$ cat config.mk
export PLATFORM = sky130hd
export DESIGN_NAME = seg7_scan_ctrl
export DESIGN_NICKNAME = d
export VERILOG_FILES = /design/src/rtl/seg7_pkg.sv /design/src/rtl/seg7_decode.sv /design/src/rtl/seg7_scan_ctrl.sv
export SDC_FILE = /design/constraint.sdc
export NUM_CORES = 1
export LEC_CHECK = 0
export BUFFER_PORTS_ARGS = -buffer_cell sky130_fd_sc_hd__buf_2
export CORE_ASPECT_RATIO = 1.4
export CORE_MARGIN = 10
export CORE_UTILIZATION = 35
export DETAILED_ROUTE_END_ITERATION = 6
export PLACE_DENSITY = 0.53
export SYNTH_ARGS = -nofsm -noshare
export SYNTH_HDL_FRONTEND = slang
export SYNTH_SLANG_ARGS = --single-unit
$ cat constraint.sdc
create_clock -name clk -period 2.2 [get_ports clk]
set_input_delay 0.44 -clock clk [delete_from_list [all_inputs] [get_ports clk]]
set_output_delay 0.44 -clock clk [all_outputs]
set_load 0.05 [all_outputs]
$ cat src/rtl/seg7_pkg.sv
// seg7_pkg: shared constants for the 7-segment scan controller and decoder.
//   - Glyphs are {A,B,C,D,E,F,G}, active high.
//   - FSM state encodings for the slot blanking FSM.
//   - clog2 helper for sizing counters and indices.
package seg7_pkg;

  localparam logic [6:0] SEG_0     = 7'b1111110;
  localparam logic [6:0] SEG_1     = 7'b0110000;
  localparam logic [6:0] SEG_2     = 7'b1101101;
  localparam logic [6:0] SEG_3     = 7'b1111001;
  localparam logic [6:0] SEG_4     = 7'b0110011;
  localparam logic [6:0] SEG_5     = 7'b1011011;
  localparam logic [6:0] SEG_6     = 7'b1011111;
  localparam logic [6:0] SEG_7     = 7'b1110000;
  localparam logic [6:0] SEG_8     = 7'b1111111;
  localparam logic [6:0] SEG_9     = 7'b1111011;
  localparam logic [6:0] SEG_DASH  = 7'b0000001;
  localparam logic [6:0] SEG_BLANK = 7'b0000000;

  typedef enum logic {
    ST_BLANK = 1'b0,
    ST_SHOW  = 1'b1
  } state_e;

  // Smallest r with 2**r >= v.
  function automatic int clog2(input int v);
    int r;
    r = 0;
    while ((1 << r) < v) r++;
    return r;
  endfunction

endpackage

$ cat src/rtl/seg7_decode.sv
// seg7_decode: combinational BCD to 7-segment decoder.
//   i_bcd  in  4  BCD nibble
//   o_seg  out 7  {A,B,C,D,E,F,G}, active high; nibbles A..F give a dash
module seg7_decode
  import seg7_pkg::*;
(
  input  logic [3:0] i_bcd,
  output logic [6:0] o_seg
);

  always_comb begin
    case (i_bcd)
      4'd0:    o_seg = SEG_0;
      4'd1:    o_seg = SEG_1;
      4'd2:    o_seg = SEG_2;
      4'd3:    o_seg = SEG_3;
      4'd4:    o_seg = SEG_4;
      4'd5:    o_seg = SEG_5;
      4'd6:    o_seg = SEG_6;
      4'd7:    o_seg = SEG_7;
      4'd8:    o_seg = SEG_8;
      4'd9:    o_seg = SEG_9;
      default: o_seg = SEG_DASH;
    endcase
  end

endmodule

$ cat src/rtl/seg7_scan_ctrl.sv
// seg7_scan_ctrl: time-multiplexed driver for a common-segment BCD LED display.
//   Each digit gets a PRESCALE-cycle slot whose first BLANK_CYCLES cycles have
//   all anodes off. New values arrive over valid/ready and are committed only at
//   a frame boundary so a frame never mixes two values.
// Ports:
//   clk         in   system clock, rising edge
//   rst_n       in   async active-low reset (release synchronised internally)
//   load_valid  in   load_data valid
//   load_ready  out  controller can accept load_data
//   load_data   in   packed BCD, digit i = [4i+3:4i], digit 0 rightmost
//   seg         out  {A..G}, active high
//   an_n        out  digit enables, active low
//   digit_idx   out  digit currently owning its slot
//   invalid     out  some displayed nibble is > 9
// Build option: define LEADING_ZERO_BLANK_EN to blank (seg=0, anode still on)
//   digits above the most-significant non-zero digit; digit 0 is always shown.
// BLANK_CYCLES must be >= 1 and < PRESCALE.
module seg7_scan_ctrl
  import seg7_pkg::*;
#(
  parameter int NUM_DIGITS   = 4,
  parameter int PRESCALE     = 1000,
  parameter int BLANK_CYCLES = 2
) (
  input  logic                         clk,
  input  logic                         rst_n,
  input  logic                         load_valid,
  output logic                         load_ready,
  input  logic [4*NUM_DIGITS-1:0]      load_data,
  output logic [6:0]                   seg,
  output logic [NUM_DIGITS-1:0]        an_n,
  output logic [clog2(NUM_DIGITS)-1:0] digit_idx,
  output logic                         invalid
);

  localparam int IDX_W = clog2(NUM_DIGITS);
  localparam int CNT_W = clog2(PRESCALE);
  localparam logic [CNT_W-1:0] CNT_MAX   = CNT_W'(PRESCALE - 1);
  localparam logic [CNT_W-1:0] CNT_BLKM1 = CNT_W'(BLANK_CYCLES - 1);
  localparam logic [IDX_W-1:0] IDX_MAX   = IDX_W'(NUM_DIGITS - 1);

  // Reset asserts immediately, releases two clocks after rst_n rises.
  logic [1:0] r_rst_sync;
  logic       w_rst_n;

  always_ff @(posedge clk or negedge rst_n) begin
    if (!rst_n) r_rst_sync <= 2'b00;
    else        r_rst_sync <= {r_rst_sync[0], 1'b1};
  end
  assign w_rst_n = r_rst_sync[1];

  logic [CNT_W-1:0]        r_cnt;
  logic [IDX_W-1:0]        r_idx;
  state_e                  r_state, w_state_nxt;
  logic [4*NUM_DIGITS-1:0] r_disp, r_pend;
  logic                    r_pending, r_ready;
  logic [NUM_DIGITS-1:0]   r_an_n, w_an_n;
  logic [6:0]              r_seg, w_seg, w_dec_seg;
  logic                    r_invalid, w_invalid;
  logic [3:0]              w_nib;
  logic                    w_wrap, w_frame, w_xfer, w_lz_blank;

  assign w_wrap  = (r_cnt == CNT_MAX);
  assign w_frame = w_wrap && (r_idx == IDX_MAX);
  assign w_xfer  = load_valid && r_ready;

  // Slot prescaler and digit counter
  always_ff @(posedge clk or negedge w_rst_n) begin
    if (!w_rst_n) begin
      r_cnt <= '0;
      r_idx <= '0;
    end else begin
      r_cnt <= w_wrap ? '0 : r_cnt + 1'b1;
      if (w_wrap) r_idx <= (r_idx == IDX_MAX) ? '0 : r_idx + 1'b1;
    end
  end

  // FSM: state register
  always_ff @(posedge clk or negedge w_rst_n) begin
    if (!w_rst_n) r_state <= ST_BLANK;
    else          r_state <= w_state_nxt;
  end

  // FSM: next state. Registered, so the edge is taken one count early to make
  // state read SHOW exactly when cnt == BLANK_CYCLES.
  always_comb begin
    w_state_nxt = r_state;
    case (r_state)
      ST_BLANK: if (r_cnt == CNT_BLKM1) w_state_nxt = ST_SHOW;
      ST_SHOW:  if (w_wrap)             w_state_nxt = ST_BLANK;
      default:                          w_state_nxt = ST_BLANK;
    endcase
  end

  // Shared decoder fed by a digit mux
  always_comb begin
    w_nib = 4'd0;
    for (int i = 0; i < NUM_DIGITS; i++)
      if (r_idx == IDX_W'(i)) w_nib = r_disp[4*i +: 4];
  end

  seg7_decode u_dec (
    .i_bcd (w_nib),
    .o_seg (w_dec_seg)
  );

`ifdef LEADING_ZERO_BLANK_EN
  // Highest digit holding any non-zero nibble (invalid nibbles included);
  // stays 0 for an all-zero value so digit 0 still lights.
  logic [IDX_W-1:0] w_msd;
  always_comb begin
    w_msd = '0;
    for (int i = 1; i < NUM_DIGITS; i++)
      if (r_disp[4*i +: 4] != 4'd0) w_msd = IDX_W'(i);
    w_lz_blank = (r_idx > w_msd);
  end
`else
  assign w_lz_blank = 1'b0;
`endif

  always_comb begin
    w_invalid = 1'b0;
    for (int i = 0; i < NUM_DIGITS; i++)
      if (r_disp[4*i +: 4] > 4'd9) w_invalid = 1'b1;
  end

  // FSM: outputs (registered below)
  always_comb begin
    w_an_n = '1;
    w_seg  = SEG_BLANK;
    if (r_state == ST_SHOW) begin
      w_an_n[r_idx] = 1'b0;
      w_seg         = w_lz_blank ? SEG_BLANK : w_dec_seg;
    end
  end

  // Handshake / commit. The commit branch wins, but the two never coincide:
  // pending implies ready is low, so no transfer is possible that cycle.
  always_ff @(posedge clk or negedge w_rst_n) begin
    if (!w_rst_n) begin
      r_disp    <= '0;
      r_pend    <= '0;
      r_pending <= 1'b0;
      r_ready   <= 1'b1;
    end else if (w_frame && r_pending) begin
      r_disp    <= r_pend;
      r_pending <= 1'b0;
      r_ready   <= 1'b1;
    end else if (w_xfer) begin
      r_pend    <= load_data;
      r_pending <= 1'b1;
      r_ready   <= 1'b0;
    end
  end

  always_ff @(posedge clk or negedge w_rst_n) begin
    if (!w_rst_n) begin
      r_an_n    <= '1;
      r_seg     <= SEG_BLANK;
      r_invalid <= 1'b0;
    end else begin
      r_an_n    <= w_an_n;
      r_seg     <= w_seg;
      r_invalid <= w_invalid;
    end
  end

  assign load_ready = r_ready;
  assign seg        = r_seg;
  assign an_n       = r_an_n;
  assign digit_idx  = r_idx;
  assign invalid    = r_invalid;

endmodule
==> reports/metrics.yaml <==
status: "finished, final reports clean"
rsz0062_at_grt: "no"
io_pins: 34
syn2layout_area_growth_pct: 23.0
area_of_the_multi_input_gates_um2: 1300
worst_ep_arrival_time_ns: 2.36
synth.ff_latch_count: 61
clock_latency_at_the_later_pin_of_the_worst_skew_pair_ns: 0.34
slew_viol_final: 0
post_drt_via_cell_ratio: 4.90
drv.max_cap_violation_count: 0
crit_path_cell_trace: "buf_4 -> ha_4 -> buf_6 -> a21oi_2 -> o21ai_2 -> a22oi_2 -> buf_4 -> ha_4 -> mux2_2 -> o22ai_1"
max_freq_ghz: 0.475
hold_slack_ns: 0.276
timing.critical_path.slowest_cell_delay_ns: 0.43
final.fill_count: 780
grt_antenna_before_repair: 0
max-slew-margin-rel_pct: 57.6
power.density_cell_area_nw_per_um2: 638
totalWireLength_um: 5610
grt_first_pass_wirelength_um: 9290
cts_max_path_buffers: 2
htree_num_levels: 3
hp-class: "in -> reg"
portBuffers: 33
crit_path_top_delay_cell: "dfrtp_2"
drt-wirelength-per-cell_um: 14.9
tritoncts: "yes"
final_hold_viol_count: 0
synth_async_sr_flop_share_pct: 100
ctsRootBufferMaster: "clkbuf_8"
dieArea_um2: 12100
dieHeight_um: 126
finish.net_count: 301
syn-num-nets: 251
finalWorstPathRequiredPeriod_ns: 2.10
worstSetupPathType: "reg -> reg"
syn_area_um2: 2810
postSynthAreaPerCell_um2: 12.7
startpoint_types: "register"
place.gp.congestion: 0.810
ant_nets: 0
groute.usage.overall_pct: 10.1
timing.final.setup_violations: 0
std_cell_rows: 38
drt_iter0_drc: 86
register_area_um2: 1540
via_count: 1841
final_cell_count_no_fill: 376
yosysUniqueCellTypes: 47
setup-tns-final_ns: 0
critical-path-top-delay-family: "compound AO/OA/AOI/OAI gates"
cts-buffers-inserted: 9
worst_pin_slew_ns: 0.635
placed_cell_area_um2: 3150
drive_gt1_share_pct: 44.6
yosys_most_used_dff: "dfrtp_1"
remaining_overflow_grt: 0
timing.final.crit_share_pct: 95.6
final_area_um2: 3460
antennaDiodeCount: 0
ir_worst_vdd_mv: 0.426
pin_count_of_the_biggest_net_entering_global_routing: 32
crit_fanout: 7
cts.sinks: 61
numPlacedInstances: 354
grt_pass1_vias: 1910
drcViolationCount: 0
std_cell_core_area_um2: 7800
synth_edf_count: 0
starting_utilization_of_the_core_area_pct: 36.1
synthesis.yosys.warnings: 0
detailedPlacementHpwl_um: 4120
cp.buffers_inverters: 3
power.static_leakage_nw: 1.59
worst_ep_required_time_ns: 2.46
die_span_x_um: 95.8
post_synth_inst_count: 221
first_pass_iters: 4
synth.yosys.seq_area_share_pct: 54.5
sum_of_internal_switching_and_leakage_power_mw: 2.21
skew_ns: 0.00935
clkTransAtPathRegs_ns: 0.07
setup.worst_path.end_class: "register"
-- metrics by stage --
step / util, % / worst slack, ns
final: 44.4 / 0.0960
after global routing: 44.4 / 0.00443
after CTS: 42.9 / 0.0440
after detailed placement: 40.4 / 0.0640
after global placement: 40.4 / 0.103
after floorplan: - / 0.0171
-- cells in the final DEF (no fill, tap or decap), drive strengths merged, types with 2 or more instances in the layout --
cell    instances
nand3b          2
buf            44
xnor2           2
and2            2
nor3            3
mux2           36
ha             11
clkinv          3
dfrtp          56
nand2b          2
a211oi          4
dfstp           5
a21oi           9
inv            10
clkbuf         11
nor2b           2
nand4           3
nor2           10
nand3           6
nand2          11
o21ai          11
a211o           3
and3            2
and4            2
xor2            4
o22ai           3
mux2i           2
-- worst paths after layout --
path                                                 end                startpoint  slack [ns]  cells after the start
worst max-delay path                    seg[3]$_DFF_PN0_  digit_idx[0]$_DFFE_PN0N_         0.1                     10
worst min-delay path              load_ready$_DFFE_PN1P_                load_valid        0.28                      2
worst max register to register          seg[3]$_DFF_PN0_  digit_idx[0]$_DFFE_PN0N_         0.1                     10
worst min register to register     r_pend[4]$_DFFE_PN0P_   r_rst_sync[1]$_DFF_PN0_        0.29                      0
max in group asynchronous       digit_idx[0]$_DFFE_PN0N_   r_rst_sync[1]$_DFF_PN0_        1.32                      1
min in group asynchronous          r_pend[4]$_DFFE_PN0P_   r_rst_sync[1]$_DFF_PN0_        0.29                      0
-- registers in the layout (all words and copies together) (netlist names) --
name	cells
r_pending	1
r_state	1
an_n	4
seg	7
r_cnt	10
load_ready	1
r_disp	16
r_rst_sync	2
invalid	1
digit_idx	2
r_pend	16
-- Yosys cell counts, drive strengths merged (4+ instances only) --
master | instances | area, um2
nand2 | 11 | 41.3
inv | 10 | 37.5
nand3 | 6 | 30.0
dfrtp | 56 | 1400
o21ai | 11 | 55.1
a211oi | 4 | 35.0
ha | 11 | 138
a21oi | 9 | 45.0
mux2 | 36 | 443
xor2 | 4 | 35.0
dfstp | 5 | 131
nor2 | 10 | 45.0
-- cell families (layout without fill, tap and decap cells) --
family          count (synthesis)  count (layout)  share of synthesized area [%]
simple gates                   51              51                           10.7
xor+xnor                        6               6                           1.87
other cells                     1               1                          0.133
fa+ha+maj                      11              11                           4.89
mux                            38              38                           16.5
flops                          61              61                           54.5
compound gates                 37              37                           8.76
buf+inv                        16              71                           2.67
-- report_power, final --
group	switching (mW)	leakage, nW	internal, mW	total [mW]
registers	0.0293	0.751	1.16	1.19
clock network	0.424	0.0931	0.517	0.941
logic	0.0240	0.744	0.0527	0.0766
total	0.477	1.59	1.73	2.21
-- routing by layer --
| layer | vias up | wire length (um) | track usage, % |
|---|---|---|---|
| li1 | 884 | - | - |
| met1 | 901 | 2410 | 11.4 |
| met2 | 43 | 2760 | 15.5 |
| met3 | 13 | 244 | 2.68 |
| met4 | 0 | 206 | 7.66 |
| met5 | - | 0 | 0 |
-- repair_timing --
item                                    CTS  global route
gates resized for setup                   0            17
setup buffers                             0             5
hold buffers                              1             0
endpoints found under the setup margin    0             6
endpoints found under the hold margin     2             0
-- layout make-up --
| cell class | instances | share of cell area, % |
|---|---|---|
| flip-flops and latches | 61 | 44.4 |
| well taps | 100 | 3.62 |
| clock buffers | 11 | 3.80 |
| multi-input cells | 144 | 37.7 |
| repair buffers | 45 | 7.92 |
| inverters | 10 | 1.08 |
| clock inverters | 5 | 1.52 |
Power figures use the tool's default switching activity.
